==> config.mk <==
export PLATFORM = sky130hd
export DESIGN_NAME = fetch_unit
export DESIGN_NICKNAME = d
export VERILOG_FILES = /design/src/rtl/cpu_pkg.sv /design/src/rtl/if_id_reg.sv /design/src/rtl/fetch_unit.sv
export SDC_FILE = /design/constraint.sdc
export NUM_CORES = 1
export LEC_CHECK = 0
export CAP_MARGIN = 20
export CORE_ASPECT_RATIO = 0.5
export CORE_MARGIN = 3
export CORE_UTILIZATION = 46
export DETAILED_ROUTE_END_ITERATION = 7
export GPL_TIMING_DRIVEN = 0
export PLACE_DENSITY = 0.8
export SYNTH_ARGS = -nofsm -noshare
export SYNTH_HDL_FRONTEND = slang
export SYNTH_HIERARCHICAL = 1
export SYNTH_SLANG_ARGS = --single-unit
==> constraint.sdc <==
create_clock -name clk -period 2.45 [get_ports clk]
set_input_delay 0.49 -clock clk [delete_from_list [all_inputs] [get_ports clk]]
set_output_delay 0.49 -clock clk [all_outputs]
set_load 0.01 [all_outputs]
==> src/rtl/cpu_pkg.sv <==
// Shared CPU types and constants for the fetch stage and its IF/ID latch.
package cpu_pkg;

  localparam int unsigned XLEN = 32;

  localparam logic [XLEN-1:0] NOP_INSN_DEFAULT  = 32'h0000_0000;
  localparam logic [XLEN-1:0] HALT_INSN_DEFAULT = 32'hFFFF_FFFF;

  typedef enum logic [1:0] {
    BOOT   = 2'd0,
    RUN    = 2'd1,
    HALTED = 2'd2
  } fetch_state_t;

  // IF/ID payload: instruction word plus the word address it was fetched from
  typedef struct packed {
    logic [XLEN-1:0] instruction;
    logic [XLEN-1:0] pc;
  } ifid_payload_t;

endpackage

==> src/rtl/if_id_reg.sv <==
// IF/ID pipeline latch: 64-bit payload plus valid, with hold (stall) and squash (flush).
module if_id_reg
  import cpu_pkg::*;
#(
  parameter logic [XLEN-1:0] NOP_INSN = NOP_INSN_DEFAULT
) (
  input  logic          clk,
  input  logic          rst_n,
  input  logic          hold,
  input  logic          flush,
  input  ifid_payload_t d,
  output ifid_payload_t q,
  output logic          valid
);

  localparam ifid_payload_t EMPTY = '{instruction: NOP_INSN, pc: '0};

  // Flush wins over hold so a redirect can squash while the hazard unit stalls
  always_ff @(posedge clk or negedge rst_n) begin
    if (!rst_n) begin
      q     <= EMPTY;
      valid <= 1'b0;
    end else if (flush) begin
      q     <= EMPTY;
      valid <= 1'b0;
    end else if (!hold) begin
      q     <= d;
      valid <= 1'b1;
    end
  end

endmodule

==> src/rtl/fetch_unit.sv <==
// Instruction-fetch stage: owns the PC, handles stall/redirect/HALT, feeds the IF/ID latch.
module fetch_unit
  import cpu_pkg::*;
#(
  parameter logic [XLEN-1:0] RESET_PC  = 32'h0000_0000,
  parameter logic [XLEN-1:0] PC_INC    = 32'd1,
  parameter logic [XLEN-1:0] HALT_INSN = HALT_INSN_DEFAULT,
  parameter logic [XLEN-1:0] NOP_INSN  = NOP_INSN_DEFAULT
) (
  input  logic            clk,
  input  logic            rst_n,
  input  logic            stall,
  input  logic            redirect,
  input  logic [XLEN-1:0] redirect_pc,
  output logic [XLEN-1:0] pc,
  input  logic [XLEN-1:0] instruction,
  output logic [XLEN-1:0] ifid_instruction,
  output logic [XLEN-1:0] ifid_pc,
  output logic            ifid_valid,
  output logic            halted
);

  fetch_state_t    state, state_nxt;
  logic [XLEN-1:0] pc_nxt;
  logic            halted_nxt;
  logic            ifid_hold;
  logic            ifid_flush;
  ifid_payload_t   ifid_d;
  ifid_payload_t   ifid_q;

  always_ff @(posedge clk or negedge rst_n) begin
    if (!rst_n) begin
      state  <= BOOT;
      pc     <= RESET_PC;
      halted <= 1'b0;
    end else begin
      state  <= state_nxt;
      pc     <= pc_nxt;
      halted <= halted_nxt;
    end
  end

  // Next-state and PC mux; priority redirect > stall > halt-detect > sequential
  always_comb begin
    state_nxt  = state;
    pc_nxt     = pc;
    halted_nxt = halted;
    ifid_hold  = 1'b0;
    ifid_flush = 1'b0;
    ifid_d     = '{instruction: instruction, pc: pc};

    if (redirect) begin
      pc_nxt     = redirect_pc;
      ifid_flush = 1'b1;
      state_nxt  = RUN;
      halted_nxt = 1'b0;
    end else if (stall) begin
      ifid_hold = 1'b1;
    end else begin
      case (state)
        BOOT: begin
          ifid_flush = 1'b1;
          state_nxt  = RUN;
        end
        RUN: begin
          if (instruction == HALT_INSN) begin
            state_nxt  = HALTED;
            halted_nxt = 1'b1;
          end else begin
            pc_nxt = pc + PC_INC;
          end
        end
        HALTED: begin
          ifid_flush = 1'b1;
        end
        default: begin
          ifid_flush = 1'b1;
          state_nxt  = BOOT;
        end
      endcase
    end
  end

  if_id_reg #(
    .NOP_INSN (NOP_INSN)
  ) u_if_id_reg (
    .clk   (clk),
    .rst_n (rst_n),
    .hold  (ifid_hold),
    .flush (ifid_flush),
    .d     (ifid_d),
    .q     (ifid_q),
    .valid (ifid_valid)
  );

  assign ifid_instruction = ifid_q.instruction;
  assign ifid_pc          = ifid_q.pc;

endmodule

==> metrics.log, run 1 <==
[metrics] aggregate global routing overflow: 0
[metrics] wire length of the first global-routing pass: ~23000 um
[metrics] TritonCTS buffer count: 9
[metrics] Register-to-Register Setup Slack: approximately 0.23 ns
[metrics] chain of cells forming the critical path: clkdlybuf4s50_1 -> nor3b_4 -> nand4_2 -> a21o_2 -> or3_2 -> a31oi_1
[metrics] warnings from Yosys: 6
[metrics] Static Leakage: around 2.9 nW
[metrics] Netlist cell types: 45
[metrics] drt initial violations: 300
[metrics] top flip-flop cell by instance count after synthesis: sky130_fd_sc_hd__dfrtp_1
[metrics] proportion of register bits with asynchronous set or reset after synthesis: 1.00
[metrics] initial antenna violation count: 0
[metrics] Total Negative Setup Slacks: 0 ns
[metrics] number of maximum-capacitance violations: 0
[metrics] placed wire-length estimate after detailed placement: slightly below 10000 um
[metrics] Critical Path Fanout Max: 9
[metrics] number of nets produced by synthesis: around 520
[metrics] critical path arrival: 2.63 ns
[metrics] Tightest Hold Check Type: input port to async pin
[metrics] gr busiest metal: met2
[metrics] startpoint of the worst-slack reg-to-reg timing path: pc[15]
[metrics] worst path bufs/invs: 1
[metrics] Peak supply drop: between 300 and 400 uV
[metrics] Max stage delay cell, worst path: sky130_fd_sc_hd__clkdlybuf4s50_1
[metrics] Yosys reg bits: 100
[metrics] die area: between 10000 and 15000 um^2
[metrics] classification of the worst setup path: input port to flip-flop
[metrics] launch point of the worst path: stall
[metrics] clock-pin slew on the worst setup and hold paths: roughly 0.07 ns
[metrics] vertical die dimension: between 70 and 80 um
[metrics] synthesized area divided by synthesized cell count: around 11 um^2
[metrics] final routed DRC violation total: 0
[metrics] Starting Density: 0.491
[metrics] count of cell instances traversed by the critical path: 6
[metrics] stage delay of the slowest cell on the critical path: roughly 0.53 ns
[metrics] Pwr Density: ~600 nW/um^2
[metrics] fraction of layout cells with a size suffix above 1: 0.0855
[metrics] number of global-route vias before repair: between 4k and 5k
[metrics] met2 GRT Util: 0.389
[metrics] number of instances in the synthesized netlist: approximately 450
[metrics] max-slew violation count: 0
[metrics] Clock Path Buffers: 2
[metrics] final critical delay including setup and external delays: roughly 2.4 ns
[metrics] # setup viols final: 0
[metrics] post-detailed-route via-to-cell ratio: roughly 5.4
[metrics] count of final hold-check violations: 0
[metrics] Worst-Skew Late Latency: between 0.3 and 0.4 ns
[metrics] clock tree from TritonCTS: done
[metrics] GR Util All Layers: 0.244
[metrics] number of nets in the layout: just over 700
[metrics] cell at the root of the clock tree: sky130_fd_sc_hd__clkbuf_16
[metrics] proportion of synthesized chip area in sequential cells: 0.519
[metrics] core area: 9820 um^2
[metrics] die width: 151 um
[metrics] Crit. End Element: flip-flop
[metrics] sum of internal, switching and leakage power: ~4.2 mW
[metrics] fraction of met1 tracks used by global routing: 0.331
[metrics] share of the clock period used by the worst path: 0.970
[metrics] category of the worst setup path launch point: input port
[metrics] DRT Pass-1 Iters: 5
[metrics] highest achievable clock rate: approximately 420 MHz
[metrics] status: finished, final reports clean
[metrics] transition time at the pin with the least slew margin: about 0.63 ns
[metrics] Top Family by Delay on Critical Path: simple AND/OR/NAND/NOR gates
[metrics] Register-to-Register Path Depth: 5
[metrics] Hold Worst Slack: 0.0725 ns
[metrics] hold buffer count at cts: 0
[metrics] worst relative slew slack: 0.566
[metrics] count of vias placed by the detailed router: about 4.2k
[metrics] WL/cell: ~18 um
[metrics] terminus of the critical flop-to-flop path: pc[31]
[metrics] Ports: around 170
[metrics] endpoint required time on the critical path: 2.71 ns
[metrics] routability-driven placement congestion ratio: a little over 0.8
[metrics] number of port buffers: about 170
[metrics] CTS HTree Levels: 3
[metrics] aggregate routed wire length: between 10000 and 15000 um
[metrics] residual antenna-violating net count after detailed routing: 0
[metrics] end of the critical path: pc[30]
[metrics] Post-Route Skew: 0.00902 ns
[metrics] number of cell rows: 25
[metrics] Clock Sinks: 100
[metrics] met3 routing resource usage after global routing: 0.0663
[metrics] area added between synthesis and finish: 46.4%
[metrics] post-synthesis instance area: just under 5000 um^2
[metrics] pin count of the biggest net entering global routing: 72
[metrics] antenna diode count: 0
[metrics] Post-synth EDFFs: 0
[placed cells by master (no fill, tap or decap), types with 4 or more instances in the layout]
| master | instances |
|---|---|
| sky130_fd_sc_hd__dfrtp_1 | 100 |
| sky130_fd_sc_hd__clkbuf_1 | 11 |
| sky130_fd_sc_hd__nand3_1 | 8 |
| sky130_fd_sc_hd__clkdlybuf4s50_1 | 163 |
| sky130_fd_sc_hd__a21oi_1 | 8 |
| sky130_fd_sc_hd__buf_8 | 5 |
| sky130_fd_sc_hd__a211oi_1 | 11 |
| sky130_fd_sc_hd__mux2i_1 | 65 |
| sky130_fd_sc_hd__or3_1 | 4 |
| sky130_fd_sc_hd__o21ai_0 | 28 |
| sky130_fd_sc_hd__nand2_1 | 36 |
| sky130_fd_sc_hd__nand4_1 | 13 |
| sky130_fd_sc_hd__inv_1 | 9 |
| sky130_fd_sc_hd__a2111oi_0 | 7 |
| sky130_fd_sc_hd__buf_4 | 9 |
| sky130_fd_sc_hd__xnor2_1 | 23 |
| sky130_fd_sc_hd__a31oi_1 | 5 |
| sky130_fd_sc_hd__buf_2 | 7 |
| sky130_fd_sc_hd__clkbuf_16 | 9 |
| sky130_fd_sc_hd__nor2_1 | 71 |
[layout make-up]
| cell class | count | area, um^2 |
|---|---|---|
| fill | 745 | 2770 |
| inverter | 9 | 33.8 |
| clock inverter | 4 | 47.5 |
| timing repair buffer | 174 | 1730 |
| tap | 135 | 169 |
| clock buffer | 12 | 256 |
| multi-input combinational | 317 | 2120 |
| buffer | 27 | 190 |
| sequential | 100 | 2500 |
[synthesized netlist by cell type, types with 3 or more instances]
library cell                instances  area share
sky130_fd_sc_hd__buf_8              5       0.016
sky130_fd_sc_hd__o21ai_0           28       0.029
sky130_fd_sc_hd__a31oi_1            5      0.0065
sky130_fd_sc_hd__a211oi_1          11       0.017
sky130_fd_sc_hd__clkbuf_1          14       0.011
sky130_fd_sc_hd__nand2_1           36       0.028
sky130_fd_sc_hd__buf_2              6      0.0062
sky130_fd_sc_hd__nor2_1            71       0.055
sky130_fd_sc_hd__nand3_1            8      0.0083
sky130_fd_sc_hd__a2111oi_0          8       0.015
sky130_fd_sc_hd__mux2i_1           65        0.14
sky130_fd_sc_hd__nand4_1           13       0.017
sky130_fd_sc_hd__a21oi_1            8      0.0083
sky130_fd_sc_hd__and4_1             3      0.0055
sky130_fd_sc_hd__or3_1              4      0.0052
sky130_fd_sc_hd__xnor2_1           23       0.042
sky130_fd_sc_hd__nor2b_1            3      0.0039
sky130_fd_sc_hd__dfrtp_1          100        0.52
sky130_fd_sc_hd__inv_1              9      0.0070
[routing by layer]
| metal | share of wire | vias up | wire (um) |
|---|---|---|---|
| li1 | - | 1972 | - |
| met1 | 0.45 | 2059 | 6250 |
| met2 | 0.47 | 158 | 6540 |
| met3 | 0.071 | 28 | 998 |
| met4 | 0.016 | 0 | 220 |
| met5 | 0 | - | 0 |
[worst register-to-register path, delay by kind of cell, from the launching register on]
| family | cells | cell delay, ns |
|---|---|---|
| DFF | 1 | 0.54 |
| and+or+nand+nor | 4 | 1.42 |
| AOI/OAI and AO/OA | 1 | 0.17 |
[worst min-delay path by stage]
stage / start / end / slack, ns / depth (start not counted)
finish: rst_n / pc[12] / 0.07 / 1
global route: rst_n / pc[12] / 0.1 / 1
CTS: rst_n / pc[12] / 0.08 / 1
detailed placement: rst_n / u_if_id_reg/q[12] / 0.45 / 1
global placement: halted / halted / 0.48 / 2
floorplan: rst_n / halted / 0.19 / 0
[power breakdown]
group          internal (mW)  switching, mW  leakage [nW]  total (mW)
clock                  0.845          0.603         0.149        1.45
combinational          0.467          0.361          1.50       0.828
sequential              1.78          0.135          1.27        1.91
total                   3.09           1.10          2.93        4.19
[through the flow]
| step | worst slack [ns] | util | instance area (um^2) | std cells |
|---|---|---|---|---|
| 2_1_floorplan | 0.420 | - | 4820 | 454 |
| 3_3_place_gp | -2.89 | 0.676 | 6640 | 754 |
| 3_5_place_dp | -0.566 | 0.679 | 6670 | 757 |
| 4_1_cts | 0.0239 | 0.713 | 7010 | 774 |
| 5_1_grt | -0.0650 | 0.718 | 7050 | 778 |
| 6_report | 0.0729 | 0.718 | 7050 | 778 |
[sequential cells by signal (all words and copies together), names as in the netlist]
name and count:
halted 1, pc 32, state 2, u_if_id_reg/valid 1
u_if_id_reg/q 64
[timing repair]
| action | 4_1_cts | 5_1_grt |
|---|---|---|
| pin swaps | 1 | 3 |
| endpoints found under the setup margin | 57 | 47 |
| gates resized for setup | 5 | 6 |
| cloned | 0 | 0 |
| setup buffers | 2 | 4 |
[cells by family after synthesis]
| family | share of synthesized area |
|---|---|
| flops | 0.519 |
| compound gates | 0.0958 |
| mux | 0.137 |
| simple gates | 0.155 |
| xor+xnor | 0.0436 |
| buf+inv | 0.0460 |
| fa+ha+maj | 0.00260 |
No activity file was read; power rests on OpenSTA's default activity.
==> run 2: changes to the inputs <==
--- a/config.mk
+++ b/config.mk
@@ -5,7 +5,6 @@
 export SDC_FILE = /design/constraint.sdc
 export NUM_CORES = 1
 export LEC_CHECK = 0
-export CAP_MARGIN = 20
 export CORE_ASPECT_RATIO = 0.5
 export CORE_MARGIN = 3
 export CORE_UTILIZATION = 46
==> run 2 against run 1 <==
  * Non-clock buffer count decreased by 4
  * First-iteration DRC count increased by 32%
  * Critical path depth increased by 2
  * Final area increased by 0.51%
  * Core utilization increased by 0.37 points
  * Sequential share of layout area decreased by 0.18 points
  * Via count decreased by 0.17%
  * Cell count decreased by 0.51%
  * Clock power increased by 14%
  * Clock-buffer cell count decreased by 2
  * Critical endpoint is now pc[12]
==> metrics.log, run 2 (synthesis gave the netlist of run 1 again) <==
[metrics] status: finished, final reports clean
[metrics] sum of internal, switching and leakage power: 4.39 mW (+4.9%)
[metrics] Clock Path Buffers: 2 (unchanged)
[metrics] most used cell along the critical path: sky130_fd_sc_hd__buf_2
[metrics] Clock Sinks: 100 (unchanged)
[metrics] aggregate routed wire length: 14100 um (+0.65%)
[metrics] Crit. End Element: flip-flop
[metrics] # setup viols final: 0 (unchanged)
[metrics] Ports: 166 (unchanged)
[metrics] core area: 9820 um^2 (unchanged)
[metrics] total of fill cells in the finished design: 737 (-1.1%)
[metrics] placed wire-length estimate after detailed placement: 9950 um (+0.14%)
[metrics] number of global-route vias before repair: 4332 (-0.66%)
[metrics] Hold Worst Slack: 0.0808 ns (+0.00826 ns)
[metrics] area added between synthesis and finish: 47.1%
[metrics] number of flip-flops under the largest register name: 64 (unchanged)
[metrics] category of the worst setup path launch point: input port
[metrics] register with the highest flop count: u_if_id_reg/q
[metrics] startpoint of the worst-slack reg-to-reg timing path: pc[15]
[metrics] post-detailed-route via-to-cell ratio: 5.44 (+0.35%)
[metrics] Worst-Skew Late Latency: 0.34 ns (about the same)
[metrics] clock-pin slew on the worst setup and hold paths: 0.07 ns (about the same)
[metrics] GR Util All Layers: 0.242 (-0.00138)
[metrics] transition time at the pin with the least slew margin: 0.567 ns (-0.0666 ns)
[metrics] fraction of layout cells with a size suffix above 1: 0.0829 (-0.00259)
[metrics] max-slew violation count: 0 (unchanged)
[metrics] number of cell rows: 25 (unchanged)
[metrics] Top Family by Delay on Critical Path: buffers and inverters
[metrics] die width: 151 um (unchanged)
[metrics] Starting Density: 0.491 (unchanged)
[metrics] routability-driven placement congestion ratio: 0.825 (unchanged)
[metrics] vertical die dimension: 78.4 um (unchanged)
[metrics] Critical Path Fanout Max: 10 (+1)
[metrics] worst relative slew slack: 0.612 (+0.0456)
[metrics] terminus of the critical flop-to-flop path: pc[31]
[metrics] residual antenna-violating net count after detailed routing: 0 (unchanged)
[metrics] met2 GRT Util: 0.389 (unchanged)
[metrics] pin count of the biggest net entering global routing: 72 (unchanged)
[metrics] DRT Pass-1 Iters: 5 (unchanged)
[metrics] Total Negative Setup Slacks: 0 ns (unchanged)
[metrics] most common cell after layout, fill and taps aside: sky130_fd_sc_hd__clkdlybuf4s50_1
[metrics] fraction of met1 tracks used by global routing: 0.327 (-0.00312)
[metrics] largest registers: u_if_id_reg/q x64, pc x32, state x2
[metrics] Max stage delay cell, worst path: sky130_fd_sc_hd__clkdlybuf4s50_1
[metrics] met3 routing resource usage after global routing: 0.0663 (unchanged)
[metrics] commonest cells after routing, fill and taps aside: sky130_fd_sc_hd__clkdlybuf4s50_1 (163), sky130_fd_sc_hd__dfrtp_1 (100), sky130_fd_sc_hd__nor2_1 (71), sky130_fd_sc_hd__mux2i_1 (65), sky130_fd_sc_hd__nand2_1 (36)
[metrics] hold buffer count at cts: 0 (unchanged)
[metrics] stage delay of the slowest cell on the critical path: 0.49 ns (-0.04 ns)
[metrics] worst path bufs/invs: 3 (+2)
[metrics] TritonCTS buffer count: 9 (unchanged)
[metrics] Static Leakage: 2.94 nW (+0.41%)
[metrics] chain of cells forming the critical path: clkdlybuf4s50_1 -> nand4_1 -> nor4_4 -> buf_2 -> buf_2 -> a2111oi_0 -> xnor2_1 -> o21ai_0
[metrics] setup ws final: 0.0579 ns (-0.0150 ns)
[metrics] CTS HTree Levels: 3 (unchanged)
[metrics] final routed DRC violation total: 0 (unchanged)
[metrics] classification of the worst setup path: input port to flip-flop
[metrics] setup slack after placement: -0.871 ns (-0.305 ns)
[metrics] Pwr Density: 620 nW/um^2 (+4.3%)
[metrics] cell at the root of the clock tree: sky130_fd_sc_hd__clkbuf_16
[metrics] number of port buffers: 165 (unchanged)
[metrics] endpoint required time on the critical path: 2.71 ns (about the same)
[metrics] Post-Route Skew: 0.00818 ns (-0.000837 ns)
[metrics] antenna diode count: 0 (unchanged)
[metrics] wire length of the first global-routing pass: 22400 um (-0.73%)
[metrics] drt initial violations: 396 (+32%)
[metrics] Tightest Hold Check Type: input port to async pin
[metrics] Register-to-Register Setup Slack: 0.23 ns (about the same)
[metrics] Register-to-Register Path Depth: 5 (unchanged)
[metrics] die area: 11800 um^2 (unchanged)
[metrics] critical path arrival: 2.66 ns (+0.03 ns)
[metrics] number of nets in the layout: 703 (-0.57%)
[metrics] clock tree from TritonCTS: done
[metrics] fraction of the core area covered by cells at the end of the flow: 0.722 (+0.00369)
[metrics] count of vias placed by the detailed router: 4210 (-0.17%)
[metrics] number of maximum-capacitance violations: 0 (unchanged)
[metrics] WL/cell: 18.2 um (+1.2%)
[metrics] initial antenna violation count: 0 (unchanged)
[metrics] Peak supply drop: 398 uV (+17%)
[metrics] count of final hold-check violations: 0 (unchanged)
[metrics] gr busiest metal: met2
[metrics] highest achievable clock rate: 418 MHz (-0.63%)
[metrics] share of the clock period used by the worst path: 0.976 (+0.00612)
[metrics] aggregate global routing overflow: 0 (unchanged)
[metrics] final critical delay including setup and external delays: 2.39 ns (+0.0150 ns)
run 2: repair_timing:
action	in CTS	in global routing
buffers inserted	2	1
pin swaps	0	2
gates resized for setup	5	10
endpoints found under the setup margin	75	46
run 2: worst max path at each step:
stage,startpoint,endpoint,cells past startpoint
finish,instruction[22],pc[12],8
global route,instruction[22],pc[19],8
CTS,instruction[15],pc[14],7
detailed placement,instruction[7],pc[3],7
global placement,rst_n,u_if_id_reg/q[49],1
floorplan,instruction[23],pc[22],5
run 2: layer usage:
layer  up-vias  routed length, um
li1       1966                  -
met1      2052               6280
met2       176               6530
met3        16               1100
met4         0                180
met5         -                  0
run 2: where the power goes:
| part | leakage [nW] | internal [mW] | switching [mW] |
|---|---|---|---|
| Sequential | 1.27 | 1.78 | 0.135 |
| Combinational | 1.50 | 0.466 | 0.363 |
| Clock | 0.169 | 1.03 | 0.625 |
run 2: final cells by class:
cell class                      count  area, um^2  share of cell area
Sequential cell                   100        2500               0.353
Buffer                             27         189              0.0267
Multi-Input combinational cell    317        2140               0.302
Timing Repair Buffer              170        1710               0.241
Inverter                            9        33.8             0.00477
Clock inverter                      6         111              0.0157
Clock buffer                       10         239              0.0337
Tap cell                          135         169              0.0238
run 2: worst register-to-register path, stage by stage, from the launching register on:
cell and delay [ns]:
sky130_fd_sc_hd__dfrtp_1 0.54, sky130_fd_sc_hd__and4_2 0.32, sky130_fd_sc_hd__nand4_4 0.18, sky130_fd_sc_hd__or3_4 0.43, sky130_fd_sc_hd__or4b_1 0.50, sky130_fd_sc_hd__a31oi_1 0.17
run 2: metrics by stage:
stage	instance area [um^2]	instances
CTS	7050	773
floorplan	4820	454
global placement	6640	754
global route	7090	774
finish	7090	774
detailed placement	6670	756
